## src/rtl/mem_pkg.sv

```systemverilog
// Shared types and helpers for the load/store sequencer.
package mem_pkg;

  typedef enum logic [2:0] {
    OP_LB  = 3'd0,
    OP_LBU = 3'd1,
    OP_LH  = 3'd2,
    OP_LHU = 3'd3,
    OP_LW  = 3'd4,
    OP_SB  = 3'd5,
    OP_SH  = 3'd6,
    OP_SW  = 3'd7
  } mem_op_t;

  typedef enum logic [2:0] {
    ST_IDLE  = 3'd0,
    ST_LOAD  = 3'd1,
    ST_STORE = 3'd2,
    ST_READ  = 3'd3,
    ST_WRITE = 3'd4,
    ST_ERR   = 3'd5
  } mau_state_t;

  function automatic logic is_load(input mem_op_t op);
    return (op == OP_LB) || (op == OP_LBU) || (op == OP_LH) ||
           (op == OP_LHU) || (op == OP_LW);
  endfunction

  // Byte and half stores need the old word first (read-modify-write).
  function automatic logic is_sub_word(input mem_op_t op);
    return (op == OP_SB) || (op == OP_SH);
  endfunction

  function automatic logic is_half(input mem_op_t op);
    return (op == OP_LH) || (op == OP_LHU) || (op == OP_SH);
  endfunction

  function automatic logic is_word(input mem_op_t op);
    return (op == OP_LW) || (op == OP_SW);
  endfunction

  function automatic logic is_misaligned(input mem_op_t op, input logic [1:0] off);
    return (is_half(op) && off[0]) || (is_word(op) && (off != 2'b00));
  endfunction

  // Offset with the low bits cleared to the natural alignment of the access size.
  function automatic logic [1:0] align_off(input mem_op_t op, input logic [1:0] off);
    if (is_word(op)) return 2'b00;
    if (is_half(op)) return {off[1], 1'b0};
    return off;
  endfunction

endpackage

```

## src/rtl/mem_lane_align.sv

```systemverilog
// Byte-lane steering: load extraction/extension and sub-word store merge.
module mem_lane_align
  import mem_pkg::*;
(
  input  logic [31:0] word_i,
  input  logic [15:0] wdata_i,
  input  logic [1:0]  off_i,
  input  mem_op_t     op_i,
  output logic [31:0] load_o,
  output logic [31:0] merge_o
);

  logic [7:0]  byte_sel;
  logic [15:0] half_sel;

  // Pick the addressed lane out of the word and extend it to 32 bits.
  always_comb begin
    byte_sel = word_i[{off_i, 3'b000} +: 8];
    half_sel = off_i[1] ? word_i[31:16] : word_i[15:0];
    unique case (op_i)
      OP_LB:   load_o = {{24{byte_sel[7]}}, byte_sel};
      OP_LBU:  load_o = {24'd0, byte_sel};
      OP_LH:   load_o = {{16{half_sel[15]}}, half_sel};
      OP_LHU:  load_o = {16'd0, half_sel};
      default: load_o = word_i;
    endcase
  end

  // Replace the addressed byte/half of the old word with the store data.
  always_comb begin
    merge_o = word_i;
    if (op_i == OP_SB) begin
      merge_o[{off_i, 3'b000} +: 8] = wdata_i[7:0];
    end else if (op_i == OP_SH) begin
      if (off_i[1]) merge_o[31:16] = wdata_i;
      else          merge_o[15:0]  = wdata_i;
    end
  end

endmodule

```

## src/rtl/mem_access_unit.sv

```systemverilog
// Load/store sequencer between the MEM stage and a word-only data memory.
module mem_access_unit
  import mem_pkg::*;
#(
  parameter bit ERR_ON_MISALIGN = 1'b1
) (
  input  logic        clk_i,
  input  logic        rst_i,
  input  logic        req_i,
  input  logic [2:0]  op_i,
  input  logic [31:0] addr_i,
  input  logic [31:0] wdata_i,
  output logic        ack_o,
  output logic [31:0] rdata_o,
  output logic        misalign_o,
  output logic [31:0] dmem_a_o,
  output logic [31:0] dmem_wd_o,
  output logic        dmem_we_o,
  input  logic [31:0] dmem_rd_i
);

  mau_state_t  state_q, state_d;
  mem_op_t     op_q, op_d;
  logic [31:0] addr_q, addr_d;
  logic [31:0] wdata_q, wdata_d;
  logic [31:0] rdata_q, rdata_d;
  logic [31:0] merge_q, merge_d;
  logic [31:0] load_word;
  logic [31:0] merge_word;
  mem_op_t     req_op;

  assign req_op  = mem_op_t'(op_i);
  assign rdata_o = rdata_q;

  mem_lane_align u_align (
    .word_i  (dmem_rd_i),
    .wdata_i (wdata_q[15:0]),
    .off_i   (addr_q[1:0]),
    .op_i    (op_q),
    .load_o  (load_word),
    .merge_o (merge_word)
  );

  // Control state plus the registers the spec gives a reset value.
  always_ff @(posedge clk_i) begin
    if (rst_i) begin
      state_q <= ST_IDLE;
      rdata_q <= 32'd0;
      merge_q <= 32'd0;
    end else begin
      state_q <= state_d;
      rdata_q <= rdata_d;
      merge_q <= merge_d;
    end
  end

  // Request capture; only loaded in IDLE so no reset value is needed.
  always_ff @(posedge clk_i) begin
    op_q    <= op_d;
    addr_q  <= addr_d;
    wdata_q <= wdata_d;
  end

  // Next state and dmem/handshake outputs; reset blocks writes and acks at once.
  always_comb begin
    state_d    = state_q;
    op_d       = op_q;
    addr_d     = addr_q;
    wdata_d    = wdata_q;
    rdata_d    = rdata_q;
    merge_d    = merge_q;
    ack_o      = 1'b0;
    misalign_o = 1'b0;
    dmem_we_o  = 1'b0;
    dmem_wd_o  = 32'd0;
    dmem_a_o   = {addr_q[31:2], 2'b00};

    unique case (state_q)
      ST_IDLE: begin
        dmem_a_o = 32'd0;
        if (req_i) begin
          op_d    = req_op;
          wdata_d = wdata_i;
          // When misalignment is tolerated, the access silently snaps to alignment.
          addr_d  = ERR_ON_MISALIGN ? addr_i
                                    : {addr_i[31:2], align_off(req_op, addr_i[1:0])};
          if (ERR_ON_MISALIGN && is_misaligned(req_op, addr_i[1:0])) state_d = ST_ERR;
          else if (is_load(req_op))                                  state_d = ST_LOAD;
          else if (is_sub_word(req_op))                              state_d = ST_READ;
          else                                                       state_d = ST_STORE;
        end
      end
      ST_LOAD: begin
        ack_o   = 1'b1;
        rdata_d = load_word;
        state_d = ST_IDLE;
      end
      ST_STORE: begin
        ack_o     = 1'b1;
        dmem_we_o = 1'b1;
        dmem_wd_o = wdata_q;
        state_d   = ST_IDLE;
      end
      ST_READ: begin
        merge_d = merge_word;
        state_d = ST_WRITE;
      end
      ST_WRITE: begin
        ack_o     = 1'b1;
        dmem_we_o = 1'b1;
        dmem_wd_o = merge_q;
        state_d   = ST_IDLE;
      end
      ST_ERR: begin
        ack_o      = 1'b1;
        misalign_o = 1'b1;
        state_d    = ST_IDLE;
      end
      default: state_d = ST_IDLE;
    endcase

    if (rst_i) begin
      dmem_we_o  = 1'b0;
      ack_o      = 1'b0;
      misalign_o = 1'b0;
    end
  end

endmodule

```

## config.mk

```make
export PLATFORM = sky130hd
export DESIGN_NAME = mem_access_unit
export DESIGN_NICKNAME = d
export VERILOG_FILES = /design/src/rtl/mem_pkg.sv /design/src/rtl/mem_lane_align.sv /design/src/rtl/mem_access_unit.sv
export SDC_FILE = /design/constraint.sdc
export NUM_CORES = 1
export LEC_CHECK = 0
export CORE_MARGIN = 4
export CORE_UTILIZATION = 45
export DETAILED_ROUTE_END_ITERATION = 7
export GPL_TIMING_DRIVEN = 0
export MAX_ROUTING_LAYER = met4
export PLACE_DENSITY = 0.82
export SETUP_SLACK_MARGIN = 0.15
export SYNTH_ARGS = -nofsm -noshare
export SYNTH_HDL_FRONTEND = slang
export SYNTH_SLANG_ARGS = --single-unit
```

## constraint.sdc

```tcl
create_clock -name clk_i -period 3.95 [get_ports clk_i]
set_input_delay 0.5925 -clock clk_i [delete_from_list [all_inputs] [get_ports clk_i]]
set_output_delay 0.5925 -clock clk_i [all_outputs]
set_load 0.01 [all_outputs]
```

; After elaboration in Yosys (flattened, before gate mapping)
; Index checks and enable logic that the tools add are counted.
[word_totals]
register_bits = 134
n_memories = 0
out_inout_bits = 99
ramBits = 0
romBits = 0
elab_cells = 66
latch_bits = 0
[classes]
addsub = 1
n_lt_le_gt_ge = 0
n_mux = 20
n_reduce_logical = 18
shifts = 3
eq_ne = 18
n_bitwise = 0
n_mul = 0
div_mod_pow = 0
[ops]
columns = op, n
row1 = one-hot mux 32 bit (4 select lines), 1
row2 = two-way mux 32 bit, 3
row3 = one-hot mux 32 bit (2 select lines), 1
row4 = two-way mux 16 bit, 3
row5 = bitwise mux 32 bit, 1
row6 = variable shift 8 x 7 -> 32 bit (first input constant), 1
row7 = indexed part select 32 x 6 -> 8 bit, 1
row8 = indexed part select 8 x 7 -> 32 bit, 1
row9 = equality test 3 bit (second input constant), 8
row10 = equality test 3 x 2 -> 1 bit (second input constant), 6
row11 = equality test 3 x 1 -> 1 bit (second input constant), 3
row12 = zero test 3 bit, 3
row13 = logical OR 1 bit, 9
row14 = two-way mux 1 bit, 7
row15 = negator 5 -> 7 bit, 1
row16 = two-way mux 3 bit, 2
row17 = one-hot mux 3 bit (2 select lines), 1
row18 = OR reduction 4 bit, 1
row19 = logical AND 1 bit, 2
row20 = two-way mux 2 bit, 1
row21 = != test 2 bit (second input constant), 1
row22 = AND reduction 2 bit, 1
row23 = nonzero test 2 bit, 1
row24 = OR reduction 2 bit, 1

; Logic depth before layout (Yosys ltp)
; Gate-level depths: netlist of the first run.
[depth]
ltp_word = 9
mapped_depth = 8
ltp_nobuf = 6

; Modules after synthesis
; A second synthesis of the first run with hierarchy kept.
[hier_totals]
hier_cells = 653
area_unflattened_um2 = 6391.1
[modules_own_cells]
columns = mod, seq_area_each_um2, cells_each, area_each_um2, instances
row1 = mem_access_unit, 3353.2, 451, 5026.1, 1
row2 = mem_lane_align, 0.0, 202, 1365.1, 1

; Worst setup path before layout of the first run
; Ideal clock, no wire load.
[synth_path]
kind = register to register
startpoint = register state_q[2]
endpoint = register state_q[0]
setup_time_ns = 0.083
slack_ns = 0.982
t_arrival_ns = 2.886
stages_incl_launch_ff = 6
cell_sequence = dfxtp_1 buf_4 nor3_1 and2_1 nand2_1 a41oi_1
[synth_via]
elab_chain_cells = 2
[synth_lines]
columns = element, line_no
row1 = from (decl), mem_access_unit.sv:22  ; mau_state_t state_q, state_d;
row2 = from (signal assigned), mem_access_unit.sv:51  ; state_q <= state_d;
row3 = equality test 3 x 2 -> 1 bit or zero test 3 bit (tied branches), mem_access_unit.sv:78  ; unique case (state_q)
row4 = one-hot mux 3 bit (2 select lines) or != test 2 bit (tied branches), -
; Several ways; a longest one is shown, not always the timed one.
; A chain may end at the register's enable or synchronous reset.

; Worst setup path in the final report of the first run
[layout_path]
startpoint = input port rst_i
endpoint = output port ack_o
[layout_via]
elab_chain_cells = 1
[layout_lines]
columns = element, line_no
row1 = from (decl), mem_access_unit.sv:8  ; input logic rst_i,
row2 = two-way mux 1 bit, mem_access_unit.sv:122  ; if (rst_i) begin
row3 = to (decl), mem_access_unit.sv:13  ; output logic ack_o,
; Every way passes these cells.

==> results by group, run 1 <==
Run status
  – Status: completed

Clock tree
  – Latest clock arrival within the worst-skew pair: 0.42 ns
  – H-tree Lvls: 4
  – Clock transition at path regs: 0.05 ns
  – CTS Buf Count: 17
  – Clock Tree Root: clkbuf_16
  – Cts repair resizes: 0
  – Clock Path Buffers: 2
  – Clock tree sinks: 134
  – CTS tree: built
  – Setup Fix Bufs, Post-CTS: 0
  – Hold_buf cts: 0

Yosys
  – Synth top area cells: edfxtp_1 32%, dfxtp_1 21%, a221oi_1 4.6%, a22o_1 4.5%, nor2_1 3.3%
  – Post-synth EDFFs: 67
  – Flops & latches, synth: 134
  – Top-area cell type share of the netlist area: 0.322
  – Warnings from Yosys: 0
  – Ys async rst share: 0
  – Top cells by count, synth: 67 x dfxtp_1, 67 x edfxtp_1, 55 x nor2_1
  – Dominant synthesized flop cell: edfxtp_1
  – Unique masters post-synth: 54
  – Cells after Synth: 566
  – Cell area after synthesis: 6250 um2
  – Seq/Total Area, Yosys: 0.536
  – Synth Area per Inst: 11.0 um2
  – Synth area leader: edfxtp_1

Timing
  – Setup TNS: 0 ns
  – PnR worst setup slack: 0.320 ns
  – Max Fclk: 275 MHz
  – Period minus WS final: 3.63 ns
  – Final setup vio count: 0
  – Tcrit/Tclk final: 0.919
  – Final Skew: 0.00973 ns
  – Relative max-transition margin: 0.419
  – Hold Fails Final Rpt: 0
  – Worst Tran Pin Value: 0.871 ns
  – RSZ-0062 raised after global routing: no
  – Max-slew violations: 0

Global routing
  – Global Route Usage Sum: 0.267
  – Initial antenna violation count: 0
  – Grt total ovfl: 0
  – First-pass GRT wire length: 31500 um
  – Vias in the first global route: 5669
  – Largest net degree at the start of global routing: 69

Detailed routing
  – Detail Route Antenna Nets: 0
  – Vias/cell: 5.85
  – WL/cell: 21.3 um
  – Drt drc: 0
  – Vias: 5696
  – Length of the first detailed-routing pass in iterations: 5
  – Final wirelength: 20700 um
  – Initial drt markers: 485

Critical path
  – Crit-path max FO: 10
  – Startpoint Class: input pin
  – WS Path Type: input pin to output port
  – Required @ worst endpoint: 3.36 ns
  – Crit path DAT: 3.04 ns
  – CP endpoint kind: output port

Power and ir drop
  – Total chip power: 3.73 mW
  – Power Density: 412 nW/um2
  – Leak: 3.39 nW
  – Worst IR Drop VDD: 306 uV

Floorplan
  – Die X: 126 um
  – Number of placement rows: 42
  – Die H: 126 um
  – Initial core utilization: 0.467
  – Core Area: 13400 um2
  – Die area: 15800 um2
  – Top Ports: 201

Placed design
  – GPL Wtd Cong: 0.912
  – HPWL after DPL: 15400 um
  – DP Worst Slack: 0.372 ns
  – I/O Buffers: 198

Final layout
  – Share of layout cells above drive strength 1: 0.103
  – Ant. Diodes: 0
  – Area grow syn2layout: 44.7%
  – Final core utilization: 0.675
  – Nets: 891

Run
  – MaxCap Viol Count: 0

Hold path
  – Min-Delay Path Class: flop to flop
[state kept, by name (all words and copies together) (netlist names)]
name	flops
op_q	3
state_q	3
wdata_q	32
addr_q	32
merge_q	32
rdata_o	32
[critical path, stage by stage]
cell	delay, ns
clkdlybuf4s50_1	0.59
clkbuf_1	0.53
clkbuf_1	0.65
nor3_1	0.14
clkdlybuf4s50_1	0.53
[cells in the final DEF (no fill, tap or decap), drive strengths merged, types with 3 or more instances in the layout]
cell,Yosys,routed
nor2,55,55
edfxtp,67,67
ha,5,5
nor2b,33,33
clkinv,0,3
mux2,7,7
o221a,7,7
nor3b,3,3
a221oi,33,33
clkbuf,16,42
nand2,45,45
nand3b,9,9
nor3,27,27
a31oi,8,8
inv,7,8
a21o,16,16
o21ai,25,25
dfxtp,67,67
a211oi,24,24
a22o,32,32
buf,32,32
mux2i,17,17
clkdlybuf4s50,0,198
nand2b,4,4
[routing by layer]
metal  GRT usage  vias up  wire [um]
met5           -        -          0
met4       0.101        0        590
met3      0.0779       44       1860
met2       0.414      322       9740
met1       0.332     2752       8560
li1            -     2578          -
[final timing paths]
path         slack, ns  cells after the start         from           to
max               0.32                      5        rst_i        ack_o
min               0.45                      2  rdata_o[20]  rdata_o[20]
max reg2reg       1.46                      8    addr_q[1]  merge_q[24]
min reg2reg       0.45                      2  rdata_o[20]  rdata_o[20]
[layout make-up]
class / instances / area (um2)
Buffer: 48 / 255
Clock buffer: 26 / 522
Clock inverter: 6 / 65.1
Fill cell: 1035 / 4350
Inverter: 7 / 26.3
Multi-Input combinational cell: 378 / 2630
Sequential cell: 134 / 3350
Tap cell: 176 / 220
Timing Repair Buffer: 198 / 1980
[cells by family (layout without fill, tap and decap cells)]
logic type               Yosys count  count (layout)  synth area share
multiplexers                      26              26            0.0470
AND/OR/NAND/NOR                  188             188             0.156
buffers and inverters             55             285            0.0450
adder cells (fa/ha/maj)            5               5            0.0100
flip-flops                       134             134             0.536
other                              1               2          0.000600
AO/OA/AOI/OAI                    157             157             0.205
[power breakdown]
group / switching [mW] / internal (mW)
clock: 0.568 / 0.975
sequential: 0.0452 / 1.56
combinational: 0.297 / 0.288
[per-stage QoR]
step / hold slack (ns) / std cells / cell area [um2]
floorplan: 0.427 / 567 / 6260
global placement: 0.435 / 941 / 8460
detailed placement: 0.442 / 941 / 8460
CTS: 0.456 / 973 / 9050
global route: 0.465 / 973 / 9050
finish: 0.454 / 973 / 9050
No activity file was read; power rests on OpenSTA's default activity.
==> inputs of run 2 (changes only) <==
Settings changed: HOLD_SLACK_MARGIN set to 0.03.
==> results of run 2 <==
No change in the layout: final DEF, timing and power equal those of run 1.
